## src/rtl/keypad_scan_decoder.sv

```systemverilog
// 4x4 keypad scanner: drives active-low columns from an external scan index, assembles
// 4-cycle frames of row hits, rejects multi-key frames and debounces press/release.
module keypad_scan_decoder #(
    parameter int unsigned DEB_FRAMES = 4,
    parameter int unsigned REL_FRAMES = 2
) (
    input  logic       clk,
    input  logic       rst,
    input  logic [1:0] scan_idx,
    input  logic [3:0] row_in,
    output logic [3:0] col_out,
    output logic       key_valid,
    output logic [3:0] key_code,
    output logic       key_held
);

    typedef enum logic [1:0] {
        IDLE,
        DEBOUNCE,
        PRESSED
    } state_t;

    localparam logic [3:0] DEB_N = DEB_FRAMES[3:0];
    localparam logic [3:0] REL_N = REL_FRAMES[3:0];

    state_t     state_q, state_d;
    logic [1:0] idx_q;
    logic [3:0] col_q;
    logic       frame_ok_q;
    logic [1:0] hit_cnt_q, acc_cnt;
    logic [3:0] hit_code_q, acc_code;
    logic [3:0] cand_q, cand_d;
    logic [3:0] deb_cnt_q, deb_cnt_d;
    logic [3:0] rel_cnt_q, rel_cnt_d;
    logic       key_valid_q, key_valid_d;
    logic [3:0] key_code_q, key_code_d;
    logic       key_held_q, key_held_d;
    logic       frame_close;

    assign col_out   = col_q;
    assign key_valid = key_valid_q;
    assign key_code  = key_code_q;
    assign key_held  = key_held_q;

    // Frame accumulation including this cycle's hits; lowest row wins within a cycle.
    always_comb begin
        acc_cnt  = (idx_q == 2'd0) ? 2'd0 : hit_cnt_q;
        acc_code = (idx_q == 2'd0) ? 4'd0 : hit_code_q;
        for (int unsigned r = 0; r < 4; r++) begin
            if (!row_in[r]) begin
                if (acc_cnt == 2'd0) acc_code = {r[1:0], idx_q};
                if (acc_cnt != 2'd2) acc_cnt = acc_cnt + 2'd1;
            end
        end
    end

    assign frame_close = frame_ok_q && (idx_q == 2'd3);

    always_comb begin
        state_d     = state_q;
        cand_d      = cand_q;
        deb_cnt_d   = deb_cnt_q;
        rel_cnt_d   = rel_cnt_q;
        key_valid_d = 1'b0;
        key_code_d  = key_code_q;
        key_held_d  = key_held_q;
        if (frame_close) begin
            case (state_q)
                IDLE: begin
                    if (acc_cnt == 2'd1) begin
                        cand_d    = acc_code;
                        deb_cnt_d = 4'd1;
                        if (DEB_N == 4'd1) key_valid_d = 1'b1;
                        else               state_d     = DEBOUNCE;
                    end
                end
                DEBOUNCE: begin
                    if (acc_cnt == 2'd1) begin
                        if (acc_code == cand_q) begin
                            deb_cnt_d = deb_cnt_q + 4'd1;
                            if (deb_cnt_q + 4'd1 == DEB_N) key_valid_d = 1'b1;
                        end else begin
                            cand_d    = acc_code;
                            deb_cnt_d = 4'd1;
                        end
                    end else begin
                        state_d   = IDLE;
                        deb_cnt_d = '0;
                    end
                end
                PRESSED: begin
                    if (acc_cnt == 2'd0) begin
                        rel_cnt_d = rel_cnt_q + 4'd1;
                        if (rel_cnt_q + 4'd1 == REL_N) begin
                            key_held_d = 1'b0;
                            state_d    = IDLE;
                            rel_cnt_d  = '0;
                        end
                    end else begin
                        rel_cnt_d = '0;
                    end
                end
                default: state_d = IDLE;
            endcase
            if (key_valid_d) begin
                key_code_d = acc_code;
                key_held_d = 1'b1;
                state_d    = PRESSED;
                rel_cnt_d  = '0;
                deb_cnt_d  = '0;
            end
        end
    end

    always_ff @(posedge clk or negedge rst) begin
        if (!rst) begin
            state_q     <= IDLE;
            idx_q       <= '0;
            col_q       <= '1;
            frame_ok_q  <= 1'b0;
            hit_cnt_q   <= '0;
            hit_code_q  <= '0;
            cand_q      <= '0;
            deb_cnt_q   <= '0;
            rel_cnt_q   <= '0;
            key_valid_q <= 1'b0;
            key_code_q  <= '0;
            key_held_q  <= 1'b0;
        end else begin
            state_q     <= state_d;
            idx_q       <= scan_idx;
            col_q       <= ~(4'b0001 << scan_idx);
            // Keyed on scan_idx so frame_ok rises together with idx_q==0, not from idx_q's reset value.
            frame_ok_q  <= frame_ok_q | (scan_idx == 2'd0);
            hit_cnt_q   <= acc_cnt;
            hit_code_q  <= acc_code;
            cand_q      <= cand_d;
            deb_cnt_q   <= deb_cnt_d;
            rel_cnt_q   <= rel_cnt_d;
            key_valid_q <= key_valid_d;
            key_code_q  <= key_code_d;
            key_held_q  <= key_held_d;
        end
    end

endmodule
```

## config.mk

```make
export PLATFORM = sky130hd
export DESIGN_NAME = keypad_scan_decoder
export DESIGN_NICKNAME = d
export VERILOG_FILES = /design/src/rtl/keypad_scan_decoder.sv
export SDC_FILE = /design/constraint.sdc
export NUM_CORES = 1
export LEC_CHECK = 0
export BUFFER_PORTS_ARGS = -buffer_cell sky130_fd_sc_hd__buf_4
export CORE_MARGIN = 5
export CORE_UTILIZATION = 53
export DETAILED_ROUTE_END_ITERATION = 8
export PLACE_DENSITY = 0.75
export SLEW_MARGIN = 20
export SYNTH_ARGS = -nofsm -noshare
export SYNTH_HDL_FRONTEND = slang
export SYNTH_SLANG_ARGS = --single-unit
```

## constraint.sdc

```tcl
create_clock -name clk -period 3.7 [get_ports clk]
set_input_delay 0.74 -clock clk [delete_from_list [all_inputs] [get_ports clk]]
set_output_delay 0.74 -clock clk [all_outputs]
set_load 0.01 [all_outputs]
```

==> results.py <==
metrics = {
    "timing": {
        "finalHoldViolCount": 0,
        "finalCriticalPeriod_ns": 3.71,
        "setup_violations": 1,
        "max_slew.worst_pin.slew_ns": 0.903,
        "finalClockSkew_ns": 0.0101,
        "fin_setup_tns_ns": -0.00981,
        "relSlewSlack": 0.390,
        "grt_setup_unrepaired": "yes",
        "setup_ws_ns": -0.00981,
        "drv_slew": 0,
        "fmax_mhz": 270,
        "finalCritPeriodShare": 1.00,
    },
    "clocking": {
        "cts.sinks": 33,
        "clockRootBuffer": "clkbuf_8",
        "clk_latency_ns": 0.29,
        "holdBufCountCts": 0,
        "cts_tree": "built",
        "cts_max_path_buffers": 2,
        "clk_pin_slew_ns": 0.07,
        "cts_buffers": 5,
        "htreeDepth": 2,
    },
    "global_route": {
        "grt_max_degree": 34,
        "first_global_vias": 1792,
        "antenna_found_initial": 0,
        "track_usage": 0.206,
        "grt_pass1_wl_um": 8360,
        "globalRouteOverflowTotal": 0,
    },
    "logic_synthesis": {
        "synth_flop_cell": "dfrtp_1",
        "yosys_warnings": 0,
        "synth.top_cell.area_share": 0.350,
        "synthXorXnorAreaFrac": 0.0422,
        "synth_seq_cells": 33,
        "synth_top_area_cell": "dfrtp_1",
        "synth_fp_nets": 216,
        "synthMuxAreaShare": 0.0489,
        "synth-seq-area-share": 0.401,
        "yosys-top-cells-count": "dfrtp_1 (29), nand2_1 (15), nor2_1 (11)",
        "synth_cell_type_count": 60,
        "synth_area_leaders": "dfrtp_1 (35%), dfstp_2 (5.1%), ha_1 (4.8%)",
        "synthArstFlopShare": 1.00,
        "synth-simple-area-share": 0.221,
        "yosysMostFrequentCell": "dfrtp_1",
        "syn-cell-area_um2": 2070,
        "synth_compound_area_frac": 0.207,
        "synth-adder-area-share": 0.0483,
        "syn_inst": 200,
        "synth_enable_flop_cells": 0,
        "syn_avg_cell_area_um2": 10.4,
        "synth_top_family_by_area": "simple AND/OR/NAND/NOR gates",
    },
    "route": {
        "drc": 0,
        "drt_first_iter_violations": 145,
        "antenna_left": 0,
        "vias": 1810,
        "routed_wl_um": 5150,
        "wl_per_cell_um": 17.3,
        "vias_per_cell": 6.07,
        "dr.pass1.iters": 4,
    },
    "power": {
        "comb_power_share": 0.560,
        "swShare": 0.402,
        "powerDensity_nw_per_um2": 668,
        "power_mw": 1.81,
        "intPower_mw": 1.08,
        "p_sw_mw": 0.727,
        "seqPwrFrac": 0.287,
        "clkPwrFrac": 0.153,
        "leakage_nw": 1.20,
        "vdd_drop_max_mv": 0.392,
    },
    "worst_setup_path": {
        "cp.arrival_ns": 3.88,
        "path_class": "reg -> reg",
        "cp_max_fo": 9,
        "end_kind": "flop",
        "cp.required_ns": 3.87,
        "worstSetupStartpointType": "flop",
    },
    "floorplan": {
        "ioPinCount": 18,
        "die_y_um": 72.5,
        "dieArea_um2": 5260,
        "core-area_um2": 3720,
        "chipWidth_um": 72.5,
        "num_rows": 22,
        "initial_core_util": 0.558,
    },
    "final_layout": {
        "n_antenna_cell": 0,
        "fin_cells": 298,
        "drive_above_1_share": 0.424,
        "finalNetCount": 265,
        "fillers": 261,
        "area_growth_syn_to_layout_pct": 30.8,
    },
    "placed_design": {
        "place_congestion": 0.918,
        "pre_cts_slack_ns": -0.140,
        "hpwlAfterDp_um": 3590,
        "dp_cells": 279,
        "port_buffers": 17,
    },
    "status": {
        "status": "finished, violations left",
        "violations": "setup timing",
    },
    "flow_run": {
        "maxCapViolCount": 0,
    },
    "hold_path": {
        "holdCritPathClass": "in -> async",
    },
}
[placed cells by master (no fill, tap or decap), drive strengths merged, types with 4 or more instances in the layout]
cell    Yosys  routed
dfstp       4       4
nand3      10      10
and2        4       4
o21ai      10      10
a21oi       5       5
o211ai      5       5
nand4b      4       4
nor2b       5       5
nand2      15      15
nor4        4       4
dfrtp      29      29
nand2b     10      10
nor2       11      11
inv         6       6
mux2        8       8
xnor2       5       5
a31oi       4       4
ha          8       8
buf         4      48
clkbuf      2       7
or2         4       4
[routing by layer]
metal | wire length (um) | GRT usage
met5 | 0 | 0
met4 | 171 | 0.0943
met3 | 204 | 0.0526
met2 | 2620 | 0.349
met1 | 2160 | 0.243
[critical path, stage by stage (launching register included)]
cell       delay [ns]
dfrtp_2          0.46
buf_4            0.19
o211a_1          0.24
o21ai_0          0.29
and2_4           0.23
ha_4             0.20
nand2b_4         0.07
and2_4           0.13
ha_2             0.18
nor2b_4          0.19
a21oi_4          0.05
buf_4            0.17
a41o_1           0.23
o41a_4           0.13
xnor2_4          0.23
buf_6            0.14
o2111ai_1        0.12
a221o_1          0.35
[power groups by stage]
stage | Combinational [mW] | Sequential, mW | Clock, mW
2_1_floorplan | 0.530 | 0.493 | 0
3_3_place_gp | 0.701 | 0.505 | 0
4_1_cts | 0.911 | 0.511 | 0.284
5_1_grt | 1.09 | 0.526 | 0.304
3_5_place_dp | 0.747 | 0.513 | 0
6_report | 1.01 | 0.519 | 0.278
[sequential cells by signal (all words and copies together) (netlist names), 2 cells and up]
signal / flops
cand_q: 4
col_out: 4
deb_cnt_q: 4
hit_cnt_q: 2
hit_code_q: 4
idx_q: 2
key_code: 4
rel_cnt_q: 4
state_q: 2
[metrics by stage]
stage	hold slack [ns]	instance area (um^2)	util
2_1_floorplan	0.444	2100	-
3_3_place_gp	0.477	2390	0.642
3_5_place_dp	0.477	2390	0.642
4_1_cts	0.388	2640	0.709
5_1_grt	0.402	2710	0.730
6_report	0.383	2710	0.730
[final cells by class]
type	instances	area (um^2)	area share
clock buffer	7	86.3	0.0318
clock inverter	1	7.51	0.00277
inverter	6	22.5	0.00831
multi-input combinational	155	1330	0.491
tap	48	60.1	0.0222
sequential	33	833	0.307
timing repair buffer	48	372	0.137
[cells by family after synthesis]
kind of cell               Yosys count
buffers and inverters               12
DFF                                 33
muxes                                8
AOI/OAI and AO/OA                   52
xor gates and xnor gates             7
adders and majority gates            8
and+or+nand+nor                     80
[final timing paths]
path | start | cells after the start | slack, ns | end
max reg2reg | idx_q[1]$_DFF_PN0_ | 17 | -0.01 | deb_cnt_q[0]$_DFFE_PN0P_
min | rst | 1 | 0.38 | deb_cnt_q[1]$_DFFE_PN0P_
max | idx_q[1]$_DFF_PN0_ | 17 | -0.01 | deb_cnt_q[0]$_DFFE_PN0P_
min reg2reg | frame_ok_q$_DFF_PN0_ | 1 | 0.50 | frame_ok_q$_DFF_PN0_
min in group clk | frame_ok_q$_DFF_PN0_ | 1 | 0.50 | frame_ok_q$_DFF_PN0_
max in group asynchronous | rst | 1 | 2.98 | col_out[0]$_DFF_PN1_
[repair_timing]
action,in CTS,in global routing
gates cloned,0,0
endpoints found under the setup margin,10,18
buffers inserted,9,2
resized for setup,17,9
pin swaps,6,9
(Power assumes the default switching activity.)
